<file path="config.mk">
export PLATFORM = sky130hd
export DESIGN_NAME = ups_da_slew
export DESIGN_NICKNAME = d
export VERILOG_FILES = /design/src/rtl/ups_da_slew.sv
export SDC_FILE = /design/constraint.sdc
export NUM_CORES = 1
export LEC_CHECK = 0
export ABC_CLOCK_PERIOD_IN_PS = 5000
export BUFFER_PORTS_ARGS = -buffer_cell sky130_fd_sc_hd__buf_2
export CORE_ASPECT_RATIO = 0.8
export CORE_MARGIN = 1.5
export CORE_UTILIZATION = 41
export DETAILED_ROUTE_END_ITERATION = 7
export PLACE_DENSITY = 0.58
export SYNTH_ARGS = -nofsm -noshare
export SYNTH_HDL_FRONTEND = slang
export SYNTH_SLANG_ARGS = --single-unit
</file>
<file path="constraint.sdc">
create_clock -name clk -period 5 [get_ports clk]
set_input_delay 0 -clock clk [delete_from_list [all_inputs] [get_ports clk]]
set_output_delay 0 -clock clk [all_outputs]
set_load 0.005 [all_outputs]
</file>
<file path="src/rtl/ups_da_slew.sv">
// Per-channel setpoint slew limiter and strobe pacer that feeds the dual-channel DAC SPI writer.
// Optional build macro UPS_DA_SLEW_CLAMP_EN clamps written targets to MAX_CODE.
module ups_da_slew #(
    parameter int unsigned UPDATE_PERIOD = 256,
    parameter int unsigned STEP          = 16,
    parameter logic [11:0] MAX_CODE      = 12'hE66
) (
    input  logic        clk,
    input  logic        rst_n,
    input  logic        tgt_wr,
    input  logic        tgt_ch,
    input  logic [11:0] tgt_data,
    output logic        dv0,
    output logic [11:0] data0,
    output logic        dv1,
    output logic [11:0] data1,
    output logic        at_tgt0,
    output logic        at_tgt1
);

    localparam int unsigned CW = $clog2(UPDATE_PERIOD);
    localparam logic [CW-1:0] CNT_LAST = CW'(UPDATE_PERIOD - 1);
    localparam logic [12:0] STEP13 = 13'(STEP);

    localparam logic [1:0] S_WAIT  = 2'd0;
    localparam logic [1:0] S_ARB   = 2'd1;
    localparam logic [1:0] S_ISSUE = 2'd2;

    logic [CW-1:0]    cnt_q, cnt_d;
    logic [1:0]       state_q, state_d;
    logic             turn_q;
    logic [1:0][11:0] cur_q, tgt_q;
    logic [1:0]       pend_q;
    logic             dv0_q, dv1_q;
    logic [11:0]      data0_q, data1_q;

    logic             tick;
    logic             sel, have;
    logic [12:0]      cur_s, tgt_s, diff;
    logic [12:0]      nxt13;
    logic [11:0]      nxt;
    logic [11:0]      wr_code;

`ifdef UPS_DA_SLEW_CLAMP_EN
    assign wr_code = (tgt_data > MAX_CODE) ? MAX_CODE : tgt_data;
`else
    logic unused_max_code;
    assign unused_max_code = ^MAX_CODE;
    assign wr_code = tgt_data;
`endif

    assign tick  = (cnt_q == CNT_LAST);
    assign cnt_d = tick ? '0 : cnt_q + CW'(1);

    // Round-robin pick: the channel not served last goes first when both are pending.
    always_comb begin
        sel  = turn_q;
        have = 1'b0;
        if (pend_q[turn_q]) begin
            sel  = turn_q;
            have = 1'b1;
        end else if (pend_q[~turn_q]) begin
            sel  = ~turn_q;
            have = 1'b1;
        end
        cur_s = {1'b0, cur_q[sel]};
        tgt_s = {1'b0, tgt_q[sel]};
        if (tgt_s >= cur_s) begin
            diff  = tgt_s - cur_s;
            nxt13 = (diff <= STEP13) ? tgt_s : cur_s + STEP13;
        end else begin
            diff  = cur_s - tgt_s;
            nxt13 = (diff <= STEP13) ? tgt_s : cur_s - STEP13;
        end
        nxt = nxt13[11:0];
    end

    always_comb begin
        state_d = S_WAIT;
        case (state_q)
            S_WAIT:  state_d = tick ? S_ARB : S_WAIT;
            S_ARB:   state_d = have ? S_ISSUE : S_WAIT;
            S_ISSUE: state_d = S_WAIT;
            default: state_d = S_WAIT;
        endcase
    end

    // The step is committed on the ARB->ISSUE edge so the strobe is visible
    // during ISSUE, two clocks after the tick.
    always_ff @(posedge clk) begin
        if (!rst_n) begin
            cnt_q   <= '0;
            state_q <= S_WAIT;
            turn_q  <= 1'b0;
            cur_q   <= '0;
            tgt_q   <= '0;
            pend_q  <= '0;
            dv0_q   <= 1'b0;
            dv1_q   <= 1'b0;
            data0_q <= '0;
            data1_q <= '0;
        end else begin
            cnt_q   <= cnt_d;
            state_q <= state_d;
            dv0_q   <= 1'b0;
            dv1_q   <= 1'b0;
            if (state_q == S_ARB && have) begin
                cur_q[sel] <= nxt;
                turn_q     <= ~sel;
                if (nxt == tgt_q[sel]) pend_q[sel] <= 1'b0;
                if (sel) begin
                    dv1_q   <= 1'b1;
                    data1_q <= nxt;
                end else begin
                    dv0_q   <= 1'b1;
                    data0_q <= nxt;
                end
            end
            // A concurrent host write outranks the pending clear above.
            if (tgt_wr) begin
                tgt_q[tgt_ch]  <= wr_code;
                pend_q[tgt_ch] <= 1'b1;
            end
        end
    end

    assign dv0     = dv0_q;
    assign dv1     = dv1_q;
    assign data0   = data0_q;
    assign data1   = data1_q;
    assign at_tgt0 = (cur_q[0] == tgt_q[0]) & ~pend_q[0];
    assign at_tgt1 = (cur_q[1] == tgt_q[1]) & ~pend_q[1];

endmodule

</file>
==> impl_metrics.json, run 1 <==
{
  "grt_max_degree": 31,
  "ys_types": 73,
  "timing.final.crit_share_pct": 93.4,
  "grt_setup_unrepaired": "false",
  "power_density_nw_per_um2": 261,
  "die_w_um": 129,
  "crit_fanout": 12,
  "hp-class": "in -> reg",
  "syn_area_um2": 5200,
  "muxShareOfSynthArea_pct": 6.35,
  "timing.setup.tns_ps": 0,
  "crit_type": "reg -> reg",
  "rows": 36,
  "synth_cells": 649,
  "hold_viol": 0,
  "synth_common_cells": "nand2_1 (80), dfxtp_1 (63), xnor2_1 (45), a21oi_1 (42), nand3_1 (37)",
  "place_inst": 848,
  "grt_pass1_wl_mm": 26.4,
  "slew_viol_final": 0,
  "synth-simple-area-share_pct": 21.9,
  "drc": 0,
  "synthXorXnorAreaFrac_pct": 12.6,
  "synth_top_area_share_pct": 24.2,
  "drt_iter0_markers": 487,
  "synth_nets": 690,
  "cts_made_buffers": 9,
  "synth_compound_area_share_pct": 23.8,
  "maxCapViolCount": 0,
  "syn_to_final_growth_pct": 17.2,
  "ys_async_sr_fraction_pct": 0,
  "status": "finished, final reports clean",
  "start_util_pct": 42.3,
  "met1_usage_pct": 38.1,
  "yosysSeqAreaShare_pct": 24.2,
  "fillers": 1180,
  "layout.nets": 750,
  "vias_per_cell": 5.85,
  "wire_per_inst_um": 18.6,
  "placed_area_um2": 5610,
  "worst_setup_path_end_kind": "flop",
  "drive_above_1_share_pct": 17.2,
  "synth_top_family_by_area": "compound AO/OA/AOI/OAI gates",
  "clock-sinks": 63,
  "final_cells": 885,
  "use_met3_pct": 4.24,
  "p_leak_nw": 2.61,
  "required_ps": 5170,
  "fin_worst_skew_ps": 3.88,
  "core_um2": 12300,
  "clk_latency_ps": 330,
  "syn-mean-instance-area_um2": 8.01,
  "wl_mm": 16.5,
  "portBuffers": 43,
  "peakVddDrop_mv": 0.190,
  "period_minus_slack_ps": 4670,
  "fp.dieH_um": 104,
  "slew-limit-headroom_pct": 32.7,
  "fmax_mhz": 214,
  "cts-root-buf": "clkbuf_16",
  "fin_util_pct": 49.6,
  "fin_area_um2": 6100,
  "grt_pass1_vias": 4867,
  "antenna_left": 0,
  "cp.arrival_ps": 4840,
  "busiest_layer": "met1",
  "place_hpwl_mm": 12.8,
  "synth-edff-count": 0,
  "vias": 5181,
  "ioPinCount": 44,
  "cts_tree": "built",
  "place_congestion": 0.988,
  "synth_most_common_cell": "nand2_1",
  "grt_antenna_before_repair": 0,
  "dieArea_um2": 13400,
  "synthFlopType": "dfxtp_1",
  "grt.total_usage_pct": 25.0,
  "diodes": 0,
  "htreeDepth": 3,
  "use_met2_pct": 37.1,
  "cts_buffer_depth": 2,
  "worst_pin_slew_ps": 1010,
  "firstDrtPassIters": 5,
  "worst_setup_path_start_kind": "flop",
  "yosysTopAreaCell": "dfxtp_1",
  "setup_viol": 0,
  "synth-seq-cells": 63,
  "synth_fa_ha_area_share_pct": 6.28,
  "path_clk_slew_ps": 50,
  "gr-total-overflow": 0,
  "synth_area_leaders": "dfxtp_1 (24%), xnor2_1 (7.6%), ha_1 (6.0%)",
  "yosys_warnings": 0
}
-- cells by family after synthesis --
kind of cell | after synthesis
simple gates | 225
fa+ha+maj | 26
xor+xnor | 68
flops | 63
mux | 24
compound gates | 180
buf+inv | 63
-- placed cells by master (no fill, tap or decap), drive strengths merged, types with 5 or more instances in the layout --
cell         Yosys  layout
nand2           81      81
buf              7      65
dfxtp           63      63
xnor2           50      50
a21oi           42      42
nand3           37      37
inv             32      32
o21ai           29      29
nor2            28      28
ha              25      25
o31ai           21      21
xor2            18      18
and3            16      16
mux2i           16      16
nor3            15      15
a21boi          14      14
a21o            13      13
nand4           12      12
dlygate4sd3      0      12
nor4            11      11
clkbuf          21      10
a31oi            9       9
mux2             8       8
nand2b           6       6
and2             6       6
clkinv           3       6
a211oi           5       5
-- layout make-up --
| class | instances | area, µm² | share of cell area [%] |
|---|---|---|---|
| timing repair buffer | 77 | 500 | 8.21 |
| multi-input combinational | 523 | 3690 | 60.5 |
| inverter | 35 | 131 | 2.15 |
| clock buffer | 10 | 239 | 3.92 |
| tap | 171 | 214 | 3.51 |
| sequential | 63 | 1260 | 20.7 |
| clock inverter | 6 | 60.1 | 0.985 |
-- final timing paths --
path / cells after the start / slack [ps] / endpoint / start
worst max-delay path: 16 / 330 / pend_q[0] / pend_q[0]
worst min-delay path: 4 / 200 / tgt_q[10] / tgt_ch
worst max register to register: 16 / 330 / pend_q[0] / pend_q[0]
worst min register to register: 1 / 420 / state_q[0] / state_q[0]
-- power breakdown --
group	internal (mW)	switching [mW]
sequential	0.515	0.0132
clock	0.396	0.222
combinational	0.179	0.264
total	1.09	0.499
-- sequential cells by signal (all words and copies together), names as in the netlist --
signal	count
dv1	1
cur_q	24
dv0	1
pend_q	2
state_q	2
tgt_q	24
cnt_q	8
turn_q	1
-- metal layers --
| metal | up-vias | part of all wire (%) |
|---|---|---|
| met4 | 0 | 0.95 |
| met3 | 15 | 6.0 |
| met2 | 183 | 44 |
| met1 | 2498 | 49 |
| li1 | 2485 | - |
| met5 | - | 0 |
-- worst max-delay path, cell delays in order, from the launching register on --
cell	delay, ps
dfxtp_1	430
inv_2	60
maj3_4	390
buf_4	200
buf_4	150
mux2_4	370
ha_1	430
a21oi_1	230
o21ai_0	150
nand2b_1	200
a31oi_1	230
a2bb2oi_2	130
a2111o_1	630
a2111oi_2	390
a21oi_1	110
a221oi_2	270
a41oi_1	140
-- what timing repair did --
item                       4_1_cts  5_1_grt
setup buffers                    0        9
hold buffers                    12        0
hold endpoints to repair        24        0
gates resized for setup          0        2
setup endpoints to repair        0        3
-- stage by stage --
step / setup slack [ps] / hold slack (ps) / total power, mW
floorplan: 749 / 128 / 0.853
global placement: 92.0 / 255 / 0.951
detailed placement: 119 / 262 / 0.954
CTS: 80.4 / 183 / 1.58
global route: 68.2 / 222 / 1.66
finish: 332 / 204 / 1.59
Note: power is estimated with default switching activity, not from simulation.
==> inputs of run 2 (changes only) <==
--- a/config.mk
+++ b/config.mk
@@ -10,8 +10,10 @@
 export CORE_ASPECT_RATIO = 0.8
 export CORE_MARGIN = 1.5
 export CORE_UTILIZATION = 41
+export CTS_CLUSTER_DIAMETER = 60
 export DETAILED_ROUTE_END_ITERATION = 7
 export PLACE_DENSITY = 0.58
+export RECOVER_POWER = 50
 export SYNTH_ARGS = -nofsm -noshare
 export SYNTH_HDL_FRONTEND = slang
 export SYNTH_SLANG_ARGS = --single-unit
==> run 2 against run 1 <==
  * Register-to-register slack is essentially flat
  * Sequential power is essentially flat
  * Core utilization shrank 0.13 points
  * Global-route usage is the same
  * Critical path type unchanged
  * Critical endpoint unchanged
==> impl_metrics.json, run 2 (synthesis results as in run 1) <==
{
  "grt_antenna_before_repair": 0,
  "power_density_nw_per_um2": 261,
  "hp-start": "tgt_ch",
  "rows": 36,
  "register_area_um2": 1260,
  "reg2regPathDepth": 16,
  "cts_tree": "built",
  "startpoint": "pend_q[0]",
  "grt_max_degree": 31,
  "portBuffers": 43,
  "fin_util_pct": 49.5,
  "mostFrequentLayoutCells": "nand2_1 (80), dfxtp_1 (63), xnor2_1 (45), a21oi_1 (42), nand3_1 (37)",
  "slew_viol_final": 0,
  "fp.dieH_um": 104,
  "fmax_mhz": 215,
  "ioPinCount": 44,
  "fillers": 1187,
  "period_minus_slack_ps": 4650,
  "path_clk_slew_ps": 50,
  "syn_to_final_growth_pct": 16.9,
  "clk_latency_ps": 330,
  "cts-root-buf": "clkbuf_16",
  "cts_buffer_depth": 2,
  "place_hpwl_mm": 12.8,
  "required_ps": 5170,
  "grt_pass1_wl_mm": 26.4,
  "dp_slack_ps": 119,
  "diodes": 0,
  "cp.arrival_ps": 4830,
  "clock-sinks": 63,
  "grt_pass1_vias": 4867,
  "status": "finished, final reports clean",
  "firstDrtPassIters": 7,
  "drc": 0,
  "core_um2": 12300,
  "vias": 5235,
  "gr-total-overflow": 0,
  "dieArea_um2": 13400,
  "hp-class": "in -> reg",
  "wire_per_inst_um": 18.7,
  "fin_area_um2": 6080,
  "maxCapViolCount": 0,
  "multiInputGateArea_um2": 3690,
  "timing.setup.tns_ps": 0,
  "start_util_pct": 42.3,
  "peakVddDrop_mv": 0.190,
  "grt.total_usage_pct": 25.0,
  "setup_viol": 0,
  "fin_worst_skew_ps": 3.85,
  "die_w_um": 129,
  "crit_fanout": 12,
  "placed_area_um2": 5610,
  "reg_top3": "cur_q (24), tgt_q (24), cnt_q (8)",
  "worst_setup_path_end_kind": "flop",
  "grt_setup_unrepaired": "false",
  "r2r_start": "pend_q[0]",
  "layout_commonest_cell": "nand2_1",
  "worstHoldPathCells": 4,
  "slew-limit-headroom_pct": 10.2,
  "hold_viol": 0,
  "worst_setup_path_start_kind": "flop",
  "crit_type": "reg -> reg",
  "drive_above_1_share_pct": 15.7,
  "vias_per_cell": 5.92,
  "p_leak_nw": 2.56,
  "antenna_left": 0,
  "layout.nets": 750,
  "cts_made_buffers": 9,
  "worst_pin_slew_ps": 1350,
  "wl_mm": 16.5,
  "place_congestion": 0.988,
  "timing.final.crit_share_pct": 93.1,
  "drt_iter0_markers": 498,
  "holdWs_ps": 210,
  "fin_ws_ps": 346,
  "htreeDepth": 3
}
-- run 2: cell count changes in the layout (fill, tap and decap cells not counted) --
| cell | change |
|---|---|
| clkbuf_1 | +11 |
| buf_2 | -10 |
| buf_4 | -1 |
-- run 2: final cells by class --
class | count | share of cell area (%)
multi-input cells | 523 | 60.7
flip-flops and latches | 63 | 20.7
repair buffers | 77 | 7.96
clock buffers | 10 | 3.93
well taps | 171 | 3.52
inverters | 35 | 2.16
clock inverters | 6 | 0.987
-- run 2: critical path, stage by stage, from the launching register on --
cell and delay (ps):
dfxtp_1 430, inv_2 60, maj3_4 390, buf_4 200
buf_4 150, mux2_4 370, ha_1 430, a21oi_1 230
o21ai_0 150, nand2b_1 200, a31oi_1 220, a2bb2oi_2 120
a2111o_1 630, a2111oi_2 390, a21oi_1 110, a221oi_2 270
a41oi_1 140
-- run 2: worst paths after layout --
path	end	slack, ps
worst max register to register	pend_q[0]	350
worst min register to register	state_q[0]	420
worst max-delay path	pend_q[0]	350
worst min-delay path	tgt_q[10]	210
-- run 2: what timing repair did --
| action | CTS | global route |
|---|---|---|
| setup endpoints to repair | 0 | 3 |
| resized for setup | 0 | 2 |
| hold endpoints to repair | 24 | 0 |
| hold buffers | 12 | 0 |
| buffers inserted | 0 | 9 |
-- run 2: per-stage QoR --
stage                     cells  total power, mW
after global routing        885             1.66
after global placement      848            0.951
after floorplan             649            0.853
after detailed placement    848            0.954
after CTS                   876             1.58
final                       885             1.59
-- run 2: power breakdown --
| group | switching [mW] | internal (mW) | total (mW) |
|---|---|---|---|
| Sequential | 0.0132 | 0.515 | 0.528 |
| Combinational | 0.264 | 0.179 | 0.443 |
| Clock | 0.222 | 0.396 | 0.618 |
| Total | 0.499 | 1.09 | 1.59 |
-- run 2: layer usage --
metal | global-route usage (%) | part of all wire (%) | vias to the layer above | wire [µm]
met4 | 4.33 | 1.1 | 0 | 176
met3 | 4.24 | 5.8 | 18 | 957
met5 | 0 | 0 | - | 0
li1 | - | - | 2490 | -
met1 | 38.1 | 50 | 2542 | 8210
met2 | 37.1 | 43 | 185 | 7190
==> inputs of run 3 (changes only) <==
--- a/config.mk
+++ b/config.mk
@@ -5,6 +5,7 @@
 export SDC_FILE = /design/constraint.sdc
 export NUM_CORES = 1
 export LEC_CHECK = 0
+export ABC_AREA = 1
 export ABC_CLOCK_PERIOD_IN_PS = 5000
 export BUFFER_PORTS_ARGS = -buffer_cell sky130_fd_sc_hd__buf_2
 export CORE_ASPECT_RATIO = 0.8
@@ -14,6 +15,7 @@
 export DETAILED_ROUTE_END_ITERATION = 7
 export PLACE_DENSITY = 0.58
 export RECOVER_POWER = 50
+export SKIP_LAST_GASP = 1
 export SYNTH_ARGS = -nofsm -noshare
 export SYNTH_HDL_FRONTEND = slang
 export SYNTH_SLANG_ARGS = --single-unit
==> run 3 against run 2 <==
  * Fmax up 5.1%
  * Clock skew is essentially flat
  * Sequential cell count is the same
  * Area after synthesis rose by 8.8%
  * Combinational power increased by 60%
  * Hold slack worse by 66 ps
  * Critical path depth is 12 higher
==> impl_metrics.json, run 3 <==
{
  "grt_pass1_vias": 5544,
  "timing.final.crit_share_pct": 88.5,
  "hold_viol": 0,
  "synth_area_leaders": "dfxtp_1 (22%), nand2_1 (16%), nand3_1 (10%)",
  "grt.total_usage_pct": 25.0,
  "gr-total-overflow": 0,
  "vias": 6147,
  "setup_viol": 0,
  "register_area_um2": 1260,
  "ys_async_sr_fraction_pct": 0,
  "diodes": 0,
  "synth_most_common_cell": "nand2_1",
  "syn-mean-instance-area_um2": 5.95,
  "clk_latency_ps": 330,
  "fin_worst_skew_ps": 4.00,
  "wl_mm": 17.7,
  "start_util_pct": 41.9,
  "fp.dieH_um": 108,
  "dieArea_um2": 14500,
  "reg2regPathDepth": 28,
  "fmax_mhz": 226,
  "vias_per_cell": 5.20,
  "antenna_left": 0,
  "crit_slowest_cell": "nand2_2",
  "ys_types": 41,
  "crit_type": "reg -> reg",
  "fillers": 1491,
  "cts-root-buf": "clkbuf_16",
  "cp.arrival_ps": 4590,
  "slew-limit-headroom_pct": 30.7,
  "portBuffers": 43,
  "multiInputGateArea_um2": 3730,
  "place_congestion": 0.951,
  "hp-class": "in -> reg",
  "cpPeakStageDelay_ps": 350,
  "cts_made_buffers": 9,
  "p_leak_nw": 3.32,
  "timing.setup.tns_ps": 0,
  "layout_commonest_cell": "nand2_1",
  "maxCapViolCount": 0,
  "regToRegEndpoint": "pend_q[1]",
  "htreeDepth": 3,
  "yosysSeqAreaShare_pct": 22.3,
  "rows": 38,
  "cts_tree": "built",
  "cts_buffer_depth": 2,
  "holdWs_ps": 144,
  "yosysTopAreaCell": "dfxtp_1",
  "slew_viol_final": 0,
  "synth_cells": 951,
  "mostFrequentLayoutCells": "nand2_1 (248), inv_1 (122), nand3_1 (117), nor2_1 (82), o21ai_0 (65)",
  "crit_fanout": 26,
  "power_density_nw_per_um2": 290,
  "dp_slack_ps": 425,
  "synth-edff-count": 0,
  "grt_max_degree": 31,
  "worst-r2r-setup-slack_ps": 570,
  "required_ps": 5170,
  "syn_to_final_growth_pct": 13.2,
  "synthFlopType": "dfxtp_1",
  "cp-endpoint": "pend_q[1]",
  "path_clk_slew_ps": 50,
  "peakVddDrop_mv": 0.158,
  "period_minus_slack_ps": 4430,
  "synth-seq-cells": 63,
  "synth_nets": 992,
  "wire_per_inst_um": 15.0,
  "drc": 0,
  "status": "finished, final reports clean",
  "worst_pin_slew_ps": 1040,
  "grt_pass1_wl_mm": 28.9,
  "die_w_um": 134,
  "fin_area_um2": 6400,
  "layout.nets": 1037,
  "synth_top_area_share_pct": 22.3,
  "ioPinCount": 44,
  "placed_area_um2": 5990,
  "cpMostUsedCell": "nand2_1",
  "yosys_warnings": 0,
  "fin_ws_ps": 574,
  "grt_setup_unrepaired": "false",
  "r2r_start": "pend_q[1]",
  "synth_common_cells": "nand2_1 (248), inv_1 (122), nand3_1 (117), nor2_1 (82), o21ai_0 (65)",
  "firstDrtPassIters": 5,
  "startpoint": "pend_q[1]",
  "worst_setup_path_end_kind": "flop",
  "grt_antenna_before_repair": 0,
  "worst_setup_path_start_kind": "flop",
  "place_hpwl_mm": 13.8,
  "reg_top3": "cur_q (24), tgt_q (24), cnt_q (8)",
  "syn_area_um2": 5660,
  "core_um2": 13500,
  "drive_above_1_share_pct": 10.8,
  "drt_iter0_markers": 676,
  "clock-sinks": 63
}
==> run 3: cell types whose count changed after synthesis, moves of 24 or more <==
cell	change
nand2_1	+168
inv_1	+95
nand3_1	+80
nor2_1	+54
o21ai_0	+42
xnor2_1	-42
nand2_2	+24
==> run 3: kinds of logic after synthesis <==
family	Yosys count	share of synthesized area, %
fa+ha+maj	25	5.53
xor+xnor	15	2.32
compound gates	160	15.6
simple gates	528	42.3
buf+inv	160	12.0
flops	63	22.3
==> run 3: report_power, final <==
part / switching (mW) / internal [mW]
logic: 0.484 / 0.225
clock network: 0.214 / 0.399
registers: 0.0153 / 0.519
==> run 3: metal layers <==
metal | vias to the layer above | global-route usage (%) | part of all wire [%]
met1 | 2751 | 36.1 | 50
li1 | 3194 | - | -
met2 | 193 | 39.5 | 43
met5 | - | 0 | 0
met3 | 9 | 4.83 | 6.4
met4 | 0 | 3.46 | 0.37
==> run 3: how the worst min path moves through the flow <==
stage | cells after the start | endpoint | slack [ps] | start
global placement | 3 | tgt_q[10] | 250 | tgt_data[10]
global route | 4 | tgt_q[8] | 220 | tgt_ch
floorplan | 2 | tgt_q[10] | 130 | tgt_data[10]
CTS | 4 | tgt_q[8] | 100 | tgt_ch
finish | 4 | tgt_q[8] | 140 | tgt_ch
detailed placement | 3 | tgt_q[7] | 250 | tgt_data[7]
==> run 3: stage by stage <==
stage                     std cells  utilization, %  power (mW)
final                          1181            47.4        1.86
after global placement         1153            44.4        1.23
after global routing           1181            47.4        1.98
after floorplan                 951               -        1.06
after CTS                      1181            47.5        1.85
after detailed placement       1153            44.4        1.23
==> run 3: worst max-delay path, delay by kind of cell (launching register included) <==
family | cells | cell delay, ps
xor gates and xnor gates | 1 | 170
buffers and inverters | 3 | 510
adders and majority gates | 1 | 290
DFF | 1 | 330
AOI/OAI and AO/OA | 1 | 50
and+or+nand+nor | 22 | 2880
==> run 3: area by class of cell <==
class                      instances  area share (%)
multi-input combinational        728            58.3
timing repair buffer              69            6.62
clock buffer                      13            3.91
clock inverter                     3           0.664
sequential                        63            19.7
inverter                         125            7.33
tap                              180            3.52
==> run 3: what timing repair did <==
| action | CTS | global route |
|---|---|---|
| buffers inserted | 0 | 0 |
| endpoints found under the setup margin | 0 | 2 |
| endpoints found under the hold margin | 22 | 0 |
| hold buffers | 12 | 0 |
| resized for setup | 0 | 2 |
